`config.mk`:
```
export PLATFORM = sky130hd
export DESIGN_NAME = seq_chunk_adder
export DESIGN_NICKNAME = d
export VERILOG_FILES = /design/src/rtl/seq_chunk_adder_pkg.sv /design/src/rtl/seq_chunk_adder_add_chunk.sv /design/src/rtl/seq_chunk_adder.sv
export SDC_FILE = /design/constraint.sdc
export NUM_CORES = 1
export LEC_CHECK = 0
export CORE_UTILIZATION = 47
export CTS_CLUSTER_SIZE = 12
export DETAILED_ROUTE_END_ITERATION = 8
export GPL_TIMING_DRIVEN = 1
export PLACE_DENSITY = 0.76
export SETUP_SLACK_MARGIN = 0.1
export SLEW_MARGIN = 20
export SYNTH_ARGS = -nofsm -noshare
export SYNTH_HDL_FRONTEND = slang
export SYNTH_SLANG_ARGS = --single-unit
```
`constraint.sdc`:
```
create_clock -name clk -period 2.3 [get_ports clk]
set_clock_uncertainty 0.2 [all_clocks]
set_input_delay 0.46 -clock clk [delete_from_list [all_inputs] [get_ports clk]]
set_output_delay 0.46 -clock clk [all_outputs]
set_load 0.02 [all_outputs]
```
`src/rtl/seq_chunk_adder_pkg.sv`:
```
// Shared definitions for the chunk-serial adder.
//   - state_t       : controller state encoding (IDLE, RUN, DONE)
//   - DEFAULT_WIDTH : default operand/sum width
//   - DEFAULT_CHUNK : default number of bits added per clock
//   - idx_width()   : width of the chunk index able to hold 0..n without wrapping
package seq_chunk_adder_pkg;

  localparam int DEFAULT_WIDTH = 16;
  localparam int DEFAULT_CHUNK = 4;

  typedef enum logic [1:0] {
    IDLE = 2'd0,
    RUN  = 2'd1,
    DONE = 2'd2
  } state_t;

  // ceil(log2(n+1)): the index must reach n (all chunks consumed) without wrapping.
  function automatic int idx_width(input int n);
    return $clog2(n + 1);
  endfunction

endpackage

```
`src/rtl/seq_chunk_adder_add_chunk.sv`:
```
// add_chunk: combinational W-bit ripple-carry adder.
// Ports:
//   a, b   : W-bit addends
//   cin    : carry into bit 0
//   s      : W-bit sum
//   cout   : carry out of bit W-1
//   c_msb  : carry into bit W-1 (used for signed-overflow detection)
module add_chunk
  import seq_chunk_adder_pkg::*;
#(
  parameter int W = DEFAULT_CHUNK
) (
  input  logic [W-1:0] a,
  input  logic [W-1:0] b,
  input  logic         cin,
  output logic [W-1:0] s,
  output logic         cout,
  output logic         c_msb
);

  logic [W:0] c;

  assign c[0] = cin;

  genvar gi;
  for (gi = 0; gi < W; gi++) begin : g_bit
    assign s[gi]    = a[gi] ^ b[gi] ^ c[gi];
    assign c[gi+1]  = (a[gi] & b[gi]) | (c[gi] & (a[gi] ^ b[gi]));
  end

  assign cout  = c[W];
  assign c_msb = c[W-1];

endmodule

```
`src/rtl/seq_chunk_adder.sv`:
```
// seq_chunk_adder: adds/subtracts two WIDTH-bit operands CHUNK bits per clock,
// LSB chunk first, using a single shared add_chunk instance.
// Ports:
//   clk, reset        : clock and synchronous active-high reset
//   start             : begin an operation (accepted only while ready=1)
//   A, B, C0, sub     : operands, carry-in (add mode only) and mode (1 = A-B)
//   ready             : high while idle
//   done              : one-cycle pulse when SUM/Cout/Overflow carry a new result
//   SUM, Cout, Overflow : result, carry out of MSB (1 = no borrow in sub), signed overflow
module seq_chunk_adder
  import seq_chunk_adder_pkg::*;
#(
  parameter int WIDTH = DEFAULT_WIDTH,
  parameter int CHUNK = DEFAULT_CHUNK
) (
  input  logic             clk,
  input  logic             reset,
  input  logic             start,
  input  logic [WIDTH-1:0] A,
  input  logic [WIDTH-1:0] B,
  input  logic             C0,
  input  logic             sub,
  output logic             ready,
  output logic             done,
  output logic [WIDTH-1:0] SUM,
  output logic             Cout,
  output logic             Overflow
);

  localparam int N    = WIDTH / CHUNK;
  localparam int IDXW = idx_width(N);

  state_t           state_q, state_d;
  logic [WIDTH-1:0] a_q, a_d;
  logic [WIDTH-1:0] b_q, b_d;      // effective B (already inverted for subtract)
  logic [WIDTH-1:0] acc_q, acc_d;  // partial sum, filled from the top down
  logic [WIDTH-1:0] sum_q, sum_d;
  logic             carry_q, carry_d;
  logic             cout_q, cout_d;
  logic             ovf_q, ovf_d;
  logic             done_q, done_d;
  logic             ready_q, ready_d;
  logic [IDXW-1:0]  idx_q, idx_d;

  logic [CHUNK-1:0] s_chunk;
  logic             cout_chunk;
  logic             cmsb_chunk;
  logic [WIDTH-1:0] acc_shifted;
  logic             last_chunk;

  // Operands shift right each RUN cycle, so the adder always sees the low chunk.
  add_chunk #(.W(CHUNK)) u_add_chunk (
    .a     (a_q[CHUNK-1:0]),
    .b     (b_q[CHUNK-1:0]),
    .cin   (carry_q),
    .s     (s_chunk),
    .cout  (cout_chunk),
    .c_msb (cmsb_chunk)
  );

  // New chunk enters at the top; after N shifts the first chunk sits at bit 0.
  assign acc_shifted = (acc_q >> CHUNK) | (WIDTH'(s_chunk) << (WIDTH - CHUNK));
  assign last_chunk  = (idx_q == IDXW'(N - 1));

  always_comb begin
    state_d = state_q;
    a_d     = a_q;
    b_d     = b_q;
    acc_d   = acc_q;
    sum_d   = sum_q;
    carry_d = carry_q;
    cout_d  = cout_q;
    ovf_d   = ovf_q;
    idx_d   = idx_q;

    case (state_q)
      IDLE: begin
        if (start) begin
          a_d     = A;
          b_d     = sub ? ~B : B;
          carry_d = sub ? 1'b1 : C0;
          idx_d   = '0;
          acc_d   = '0;
          state_d = RUN;
        end
      end
      RUN: begin
        a_d     = a_q >> CHUNK;
        b_d     = b_q >> CHUNK;
        acc_d   = acc_shifted;
        carry_d = cout_chunk;
        idx_d   = idx_q + 1'b1;
        if (last_chunk) begin
          // Results are published only here so SUM never shows partial data.
          sum_d   = acc_shifted;
          cout_d  = cout_chunk;
          ovf_d   = cout_chunk ^ cmsb_chunk;
          state_d = DONE;
        end
      end
      DONE: begin
        state_d = IDLE;
      end
      default: begin
        state_d = IDLE;
      end
    endcase

    ready_d = (state_d == IDLE);
    done_d  = (state_d == DONE);
  end

  always_ff @(posedge clk) begin
    if (reset) begin
      state_q <= IDLE;
      a_q     <= '0;
      b_q     <= '0;
      acc_q   <= '0;
      sum_q   <= '0;
      carry_q <= 1'b0;
      cout_q  <= 1'b0;
      ovf_q   <= 1'b0;
      idx_q   <= '0;
      done_q  <= 1'b0;
      ready_q <= 1'b1;
    end else begin
      state_q <= state_d;
      a_q     <= a_d;
      b_q     <= b_d;
      acc_q   <= acc_d;
      sum_q   <= sum_d;
      carry_q <= carry_d;
      cout_q  <= cout_d;
      ovf_q   <= ovf_d;
      idx_q   <= idx_d;
      done_q  <= done_d;
      ready_q <= ready_d;
    end
  end

  assign ready    = ready_q;
  assign done     = done_q;
  assign SUM      = sum_q;
  assign Cout     = cout_q;
  assign Overflow = ovf_q;

endmodule

```
==> results of run 1 <==
## cell type report
type                       count  area (um^2)
sequential                    70         1410
tap                           75         93.8
clock buffer                  13          169
timing repair buffer          71          693
clock inverter                 1         5.00
inverter                      10         37.5
multi-input combinational    209         1400
fill                         530         2260
## synthesized netlist by cell type, drive strengths merged, types with 3 or more instances
| cell | instances | share of area |
|---|---|---|
| nor3 | 3 | 0.0050 |
| clkbuf | 6 | 0.0074 |
| xor2 | 7 | 0.020 |
| a2111oi | 9 | 0.038 |
| a22o | 3 | 0.0087 |
| buf | 19 | 0.058 |
| xnor2 | 10 | 0.029 |
| a211oi | 15 | 0.041 |
| a2bb2oi | 3 | 0.0087 |
| nor2 | 61 | 0.076 |
| a21oi | 17 | 0.028 |
| nand2 | 31 | 0.038 |
| dfxtp | 70 | 0.46 |
| fa | 4 | 0.026 |
| mux2 | 3 | 0.012 |
| mux2i | 12 | 0.040 |
| a22oi | 19 | 0.047 |
| inv | 10 | 0.012 |
## repair_timing
item | 4_1_cts | 5_1_grt
setup endpoints to repair | 5 | 5
endpoints found under the hold margin | 0 | 0
gates resized for setup | 0 | 3
pin swaps | 1 | 5
## worst max path at each step
stage	endpoint	start	slack, ns	cells after the start
final	acc_q[15]	carry_q	-0.04	9
after global routing	acc_q[15]	carry_q	-0.13	9
after CTS	acc_q[15]	carry_q	-0.03	9
after detailed placement	acc_q[15]	carry_q	-0.02	9
after global placement	acc_q[15]	carry_q	0.01	9
after floorplan	acc_q[15]	carry_q	0.02	9
## metrics by stage
stage / cells / setup WS, ns / instance area, um^2 / hold WS [ns]
finish: 449 / -0.0360 / 3800 / 0.255
global route: 449 / -0.127 / 3800 / 0.281
detailed placement: 435 / -0.0247 / 3620 / 0.245
floorplan: 314 / 0.0210 / 3040 / 0.232
global placement: 435 / 0.0116 / 3620 / 0.243
CTS: 449 / -0.0280 / 3800 / 0.255
## cells by family (layout without fill, tap and decap cells)
group	Yosys count	in the layout	synth area share
DFF	70	70	0.463
muxes	15	15	0.0521
and+or+nand+nor	103	103	0.145
buffers and inverters	35	95	0.0777
AOI/OAI and AO/OA	68	68	0.178
xor gates and xnor gates	17	17	0.0492
adders and majority gates	6	6	0.0347
## per-layer routing
layer  wire length [um]  part of all wire  vias to the layer above  track usage
met2               2720              0.47                       65        0.311
met1               2690              0.47                     1048        0.246
met5                  0                 0                        -            0
li1                   -                 -                     1186            -
met4                127             0.022                        0        0.100
met3                239             0.041                        9       0.0396
## critical path: stages, from the launching register on
cell and delay (ns):
dfxtp_2 0.34, fa_2 0.38, inv_2 0.06, fa_2 0.18
inv_2 0.04, fa_2 0.36, inv_2 0.07, fa_2 0.43
a2bb2oi_1 0.14, nor2_1 0.08
## where the power goes
group | total, W | switching (W) | internal [W]
clock | 0.000884 | 0.000417 | 0.000467
combinational | 0.000374 | 0.000176 | 0.000199
sequential | 0.00131 | 0.0000393 | 0.00127
## state kept, by name (all words and copies together) (netlist names)
name,count
idx_q,3
ready,1
a_q,16
SUM,16
acc_q,12
state_q,2
done,1
carry_q,1
Cout,1
Overflow,1
b_q,16
==> results.txt, run 1 <==
- The flow ran to the end, but the final reports show violations.
- Setup slack on the worst reg-to-reg path comes out at -0.04 ns.
- Startpoint of the worst register-to-register path: carry_q
* Power per Cell Area: between 600 and 700 nW/um^2
- After clock tree synthesis, the flow added hold-fix buffers numbering 0.
* Initial antenna violation count: 0
* Worst setup path class: reg2reg
- STA puts the critical path data required time at approximately 2.4 ns.
- Global routing finished with a remaining overflow of 0.
* TritonCTS clock tree: yes
- Post-CTS setup buffer count: 0
- Class of the most critical hold timing path: reg2reg
* Number of violations of the max-capacitance limit: 0
- Seq cells post-synth: 70
* Die boundary height: 82.2 um
* Combined area of all synthesized cells: 3030 um^2
- Relative slew slack: 0.669
- Syn Inst Count: around 310
- Most used flip-flop cell after synthesis: dfxtp_1
* Sink Count: 70
- Buffers inserted during clock tree synthesis total 9.
- Number of levels the H-tree was split into: 3
- Leakage: 1.43 nW
- Element type at the critical path start: flip-flop
* Reg-to-reg critical path endpoint: acc_q[15]
- Die Area: 6760 um^2
- Final clock period utilization by the worst path: 1.02
- The smallest clock period supported by the final layout is computed as 2.34 ns.
* Number of flops mapped to enable cells by yosys: 0
- Hold endpoint: SUM[1]
* Vias/cell: 5.14
- The final reports fail on setup timing.
- Slew at the pin with the worst max-slew slack: 0.497 ns
- Compared with the post-synthesis result, the final layout area differs by 25.7%.
- Input/output buffers: 56
- Mean area per synthesized cell: around 9.6 um^2
- Maximum ir drop on the vdd rail: 0.373 mV
- Timing-limited maximum frequency: approximately 430 MHz
- Total length of routed wires: between 5000 and 6000 um
- Clock tree root buffer cell: clkbuf_8
* Final core utilization: 0.628
* Number of placement rows: 28
- Arrival time at the worst endpoint: 2.41 ns
- The worst setup path is captured at a flip-flop.
- I/O pins: 57
* Tot Pwr: 0.00257 W
* Initial standard-cell utilization of the core: 0.499
- Number of global-route vias before repair: ~2,200
- Drt initial violations: 78
- Top library cells by usage in the layout, fill and taps aside: dfxtp_1, nor2_1, clkdlybuf4s50_1
- Clock-pin slew of the registers on the worst-case setup and hold paths: roughly 0.070 ns
* Depth of the worst register-to-register path: 9
- Measured along the x axis, the die boundary spans 82.2 um.
- Entering global routing, the biggest net connects 28 pins.
* Final weighted congestion in routability-driven placement: 0.770
- The number of different library cells used by synthesis comes to 35.
* Average wire per cell in the routed design: 12.9 um
- Of all flip-flops after synthesis, the portion carrying an async set or reset was 0.
- Setup repair after global routing could not meet its margin everywhere.
- The number of pins exceeding their max-slew limit in the final report is 0.
- Number of diodes: 0
* Synth Warn #: 0
- The number of hold violations in the final report came to 0.
- Synthesis produced a netlist with a net count of 357.
* Maximum fanout encountered on the critical timing path: 2
- Global Route Usage Sum: 0.194
- The clock passes through at most 2 buffers.
* Cells on Worst Hold Path: 2
- In the final design database the tool counted 414 nets.
* DRC errors left: 0
- For the worst-skew pair, the clock arrives at the later sink with an insertion delay of approximately 0.34 ns.
- Remaining antenna violation count: 0
- Routed vias: 2,308
- Fraction of final layout cells with drive strength greater than 1: 0.147
* Setup slack after layout: -0.0360 ns
- For the final routed database, the setup TNS stands at -0.0360 ns.
- Final setup violation count: 1
* Global-route wire length before repair: around 9800 um
- Once detailed placement completed, the half-perimeter wirelength came to just over 4000 um.
- For this run, the detailed router's first-pass iteration total came to 4.
* Hold Startpoint: SUM[1]
* Sequential area share after synthesis: 0.463
- Core outline area: 6060 um^2
* Commonest non-fill, non-tap cell in the layout: dfxtp_1
Note: power is estimated with default switching activity, not from simulation.
==> run 2, diff against run 1 <==
- CORE_UTILIZATION: 47 -> 44
- PLACE_DENSITY: 0.76 -> 0.72
==> run 2 against run 1 <==
The run ends with DRC, setup timing left. Via count increased by 1.7%. Non-clock buffer count increased by 3. Utilization decreased by 3.0 points. Largest cell class is now multi-input gates. Worst hold slack got worse by 0.0029 ns. Combinational power increased by 5%. Clock power increased by 15%. Sequential share of layout area decreased by 0.73 points. Flip-flop and latch count unchanged.
==> results.txt, run 2 (synthesis results as in run 1) <==
- On the critical path the largest part of the delay comes from adder cells.
- The placed instances occupy a cell area of 3650 um^2.
- In the final layout, the share of cells above drive strength 1 is 0.169.
* Worst hold slack after final layout: 0.252 ns
* Slowest-stage cell, CP: fa_2
- Combinational group share of total power: 0.144
- Arrival time at the worst endpoint: 2.43 ns
- The die is 84.9 um tall.
* Clk network pwr share: 0.375
* Worst-skew pair later-pin latency: roughly 0.35 ns
- The area growth from synthesis to layout is 28.2%.
* Int Pwr: between 0.0015 and 0.002 W
* Final design instance area without fill: 3880 um^2
- After clock tree synthesis, the flow added hold-fix buffers numbering 0.
- In this run the tool buffered the top-level ports with 56 buffer cells.
- The tool flagged a number of max-cap violations equal to 0.
- In the routed layout, each cell is associated on average with a via count of 5.15.
* TritonCTS clock tree: yes
* Area of all sequential standard cells: 1410 um^2
- For this run the aggregate overflow at the end of global routing stands at 0.
- Final weighted congestion in routability-driven placement: 0.798
- For the pin with the worst max-slew slack, the measured transition is around 0.5 ns.
* Place WS: -0.0523 ns
- Counting both buffers and inverters, the worst setup path holds a total of 3.
- The via count of the first global-routing pass is roughly 2,300.
- Worst path cell trace: fa_2 > inv_2 > fa_2 > inv_2 > fa_2 > inv_2 > fa_2 > a2bb2oi_1 > nor2_1
- In this run, CTS created clock tree buffers numbering 9.
* Total length of routed wires: 6150 um
- Global Route Usage Sum: 0.189
- Sum Neg Setup Slack: -0.0396 ns
- Setup repair after global routing missed its margin: yes
- Top library cells by usage in the layout, fill and taps aside: dfxtp_1, nor2_1, clkdlybuf4s50_1
* Drt initial violations: 104
- The clock net in this run drives a total of 70 sinks.
- The first global-routing pass estimated 10,700 um of wire.
* Average wire per cell in the routed design: 13.5 um
- Number of diodes: 0
- Maximum fanout encountered on the critical timing path: 2
- Drt pass-1 iters: 6
- Die X: 84.9 um
- In this run the static leakage power is 1.46 nW.
* Final slew viol count: 0
- Switching part of the total: 0.268
- I/O pins: 57
- Detailed routing inserted a total of about 2,300 vias.
- Clock-pin slew of the registers on the worst-case setup and hold paths: 0.08 ns
- The library cell used most frequently in the layout, excluding fill and tap cells, is dfxtp_1.
- Power per Cell Area: 703 nW/um^2
* Period minus WS final: 2.34 ns
* Final Hold Viols: 0
* Relative slew slack: 0.668
* Clock tree root buffer cell: clkbuf_8
- CTS built an H-tree with a depth of 3.
* Outcome: finished with violations
- Timing-limited maximum frequency: approximately 430 MHz
* Setup slack after layout: -0.0395 ns
- STA classifies the critical path endpoint as a flip-flop.
* Number of placement rows: 29
- Pin count of the biggest net entering global routing: 32
- The multi-input combinational cells in the finished layout cover a total of 1410 um^2.
- Final clock period utilization by the worst path: 1.02
* Die Area: 7210 um^2
* Layout net count: 417
* Remaining antenna violation count: 0
* Element type at the critical path start: flip-flop
- Switching power summed over all nets: roughly 0.00073 W
- After legalization and detailed placement, the total HPWL measured approximately 4400 um.
* Slowest Stage Delay on Critical Path: 0.44 ns
- The setup path with the least slack is of type reg2reg.
- The share of total power dissipated in sequential elements is 0.481.
* DRC errors left: 4
- For the worst setup path, the data required time is 2.39 ns.
* Final setup violation count: 2
- Initial standard-cell utilization of the core: 0.466
- Among the stages of the critical path, the cell type that occurs most often is fa_2.
* Initial antenna violation count: 0
* Violated checks: DRC, setup timing
* Core outline area: between 6000 and 7000 um^2
- Filler cells: 558
* Maximum ir drop on the vdd rail: 0.492 mV
* Number of buffers between clock root and the deepest sink: 2
- Class of the most critical hold timing path: reg2reg
run 2: changes by cell type in the layout (fill, tap and decap cells not counted), moves of 2 or more:
cell,change
a21oi_1,-2
a21oi_2,+2
buf_4,+2
clkbuf_8,-3
inv_6,+4
run 2: final timing paths:
kind         cells past startpoint         to  startpoint  slack, ns
max                              9  acc_q[15]     carry_q      -0.04
min                              2     SUM[2]    acc_q[6]       0.25
max reg2reg                      9  acc_q[15]     carry_q      -0.04
min reg2reg                      2     SUM[2]    acc_q[6]       0.25
run 2: final cells by class:
cell class | count | share of cell area
Inverter | 10 | 0.00967
Clock buffer | 9 | 0.0319
Tap cell | 77 | 0.0248
Timing Repair Buffer | 74 | 0.188
Clock inverter | 7 | 0.0203
Sequential cell | 70 | 0.362
Multi-Input combinational cell | 209 | 0.363
run 2: repair_timing:
| action | in CTS | in global routing |
|---|---|---|
| endpoints found under the setup margin | 5 | 5 |
| resized for setup | 1 | 5 |
| pin swaps | 1 | 5 |
| buffers inserted | 0 | 1 |
run 2: power by group through the flow:
stage	combinational (W)	sequential [W]	clock, W
2_1_floorplan	0.000262	0.00133	0
4_1_cts	0.000391	0.00131	0.00104
6_report	0.000392	0.00131	0.00102
5_1_grt	0.000431	0.00132	0.00109
3_5_place_dp	0.000388	0.00134	0
3_3_place_gp	0.000380	0.00134	0
run 2: metrics by stage:
step	utilization	power [W]	std cells
floorplan	-	0.00159	314
global placement	0.563	0.00172	439
detailed placement	0.563	0.00173	439
CTS	0.594	0.00275	455
global route	0.597	0.00285	456
finish	0.597	0.00273	456
run 2: worst reg2reg max path, delay by kind of cell, from the launching register on:
kind	cells	cell delay [ns]
AOI/OAI and AO/OA	1	0.14
adders and majority gates	4	1.36
buffers and inverters	3	0.16
DFF	1	0.34
and+or+nand+nor	1	0.08
run 2: metal layers:
metal	vias to the layer above	track usage	wire length [um]
met3	15	0.0584	238
met2	55	0.307	2910
li1	1193	-	-
met5	-	0	0
met1	1084	0.234	2870
met4	0	0.0740	139
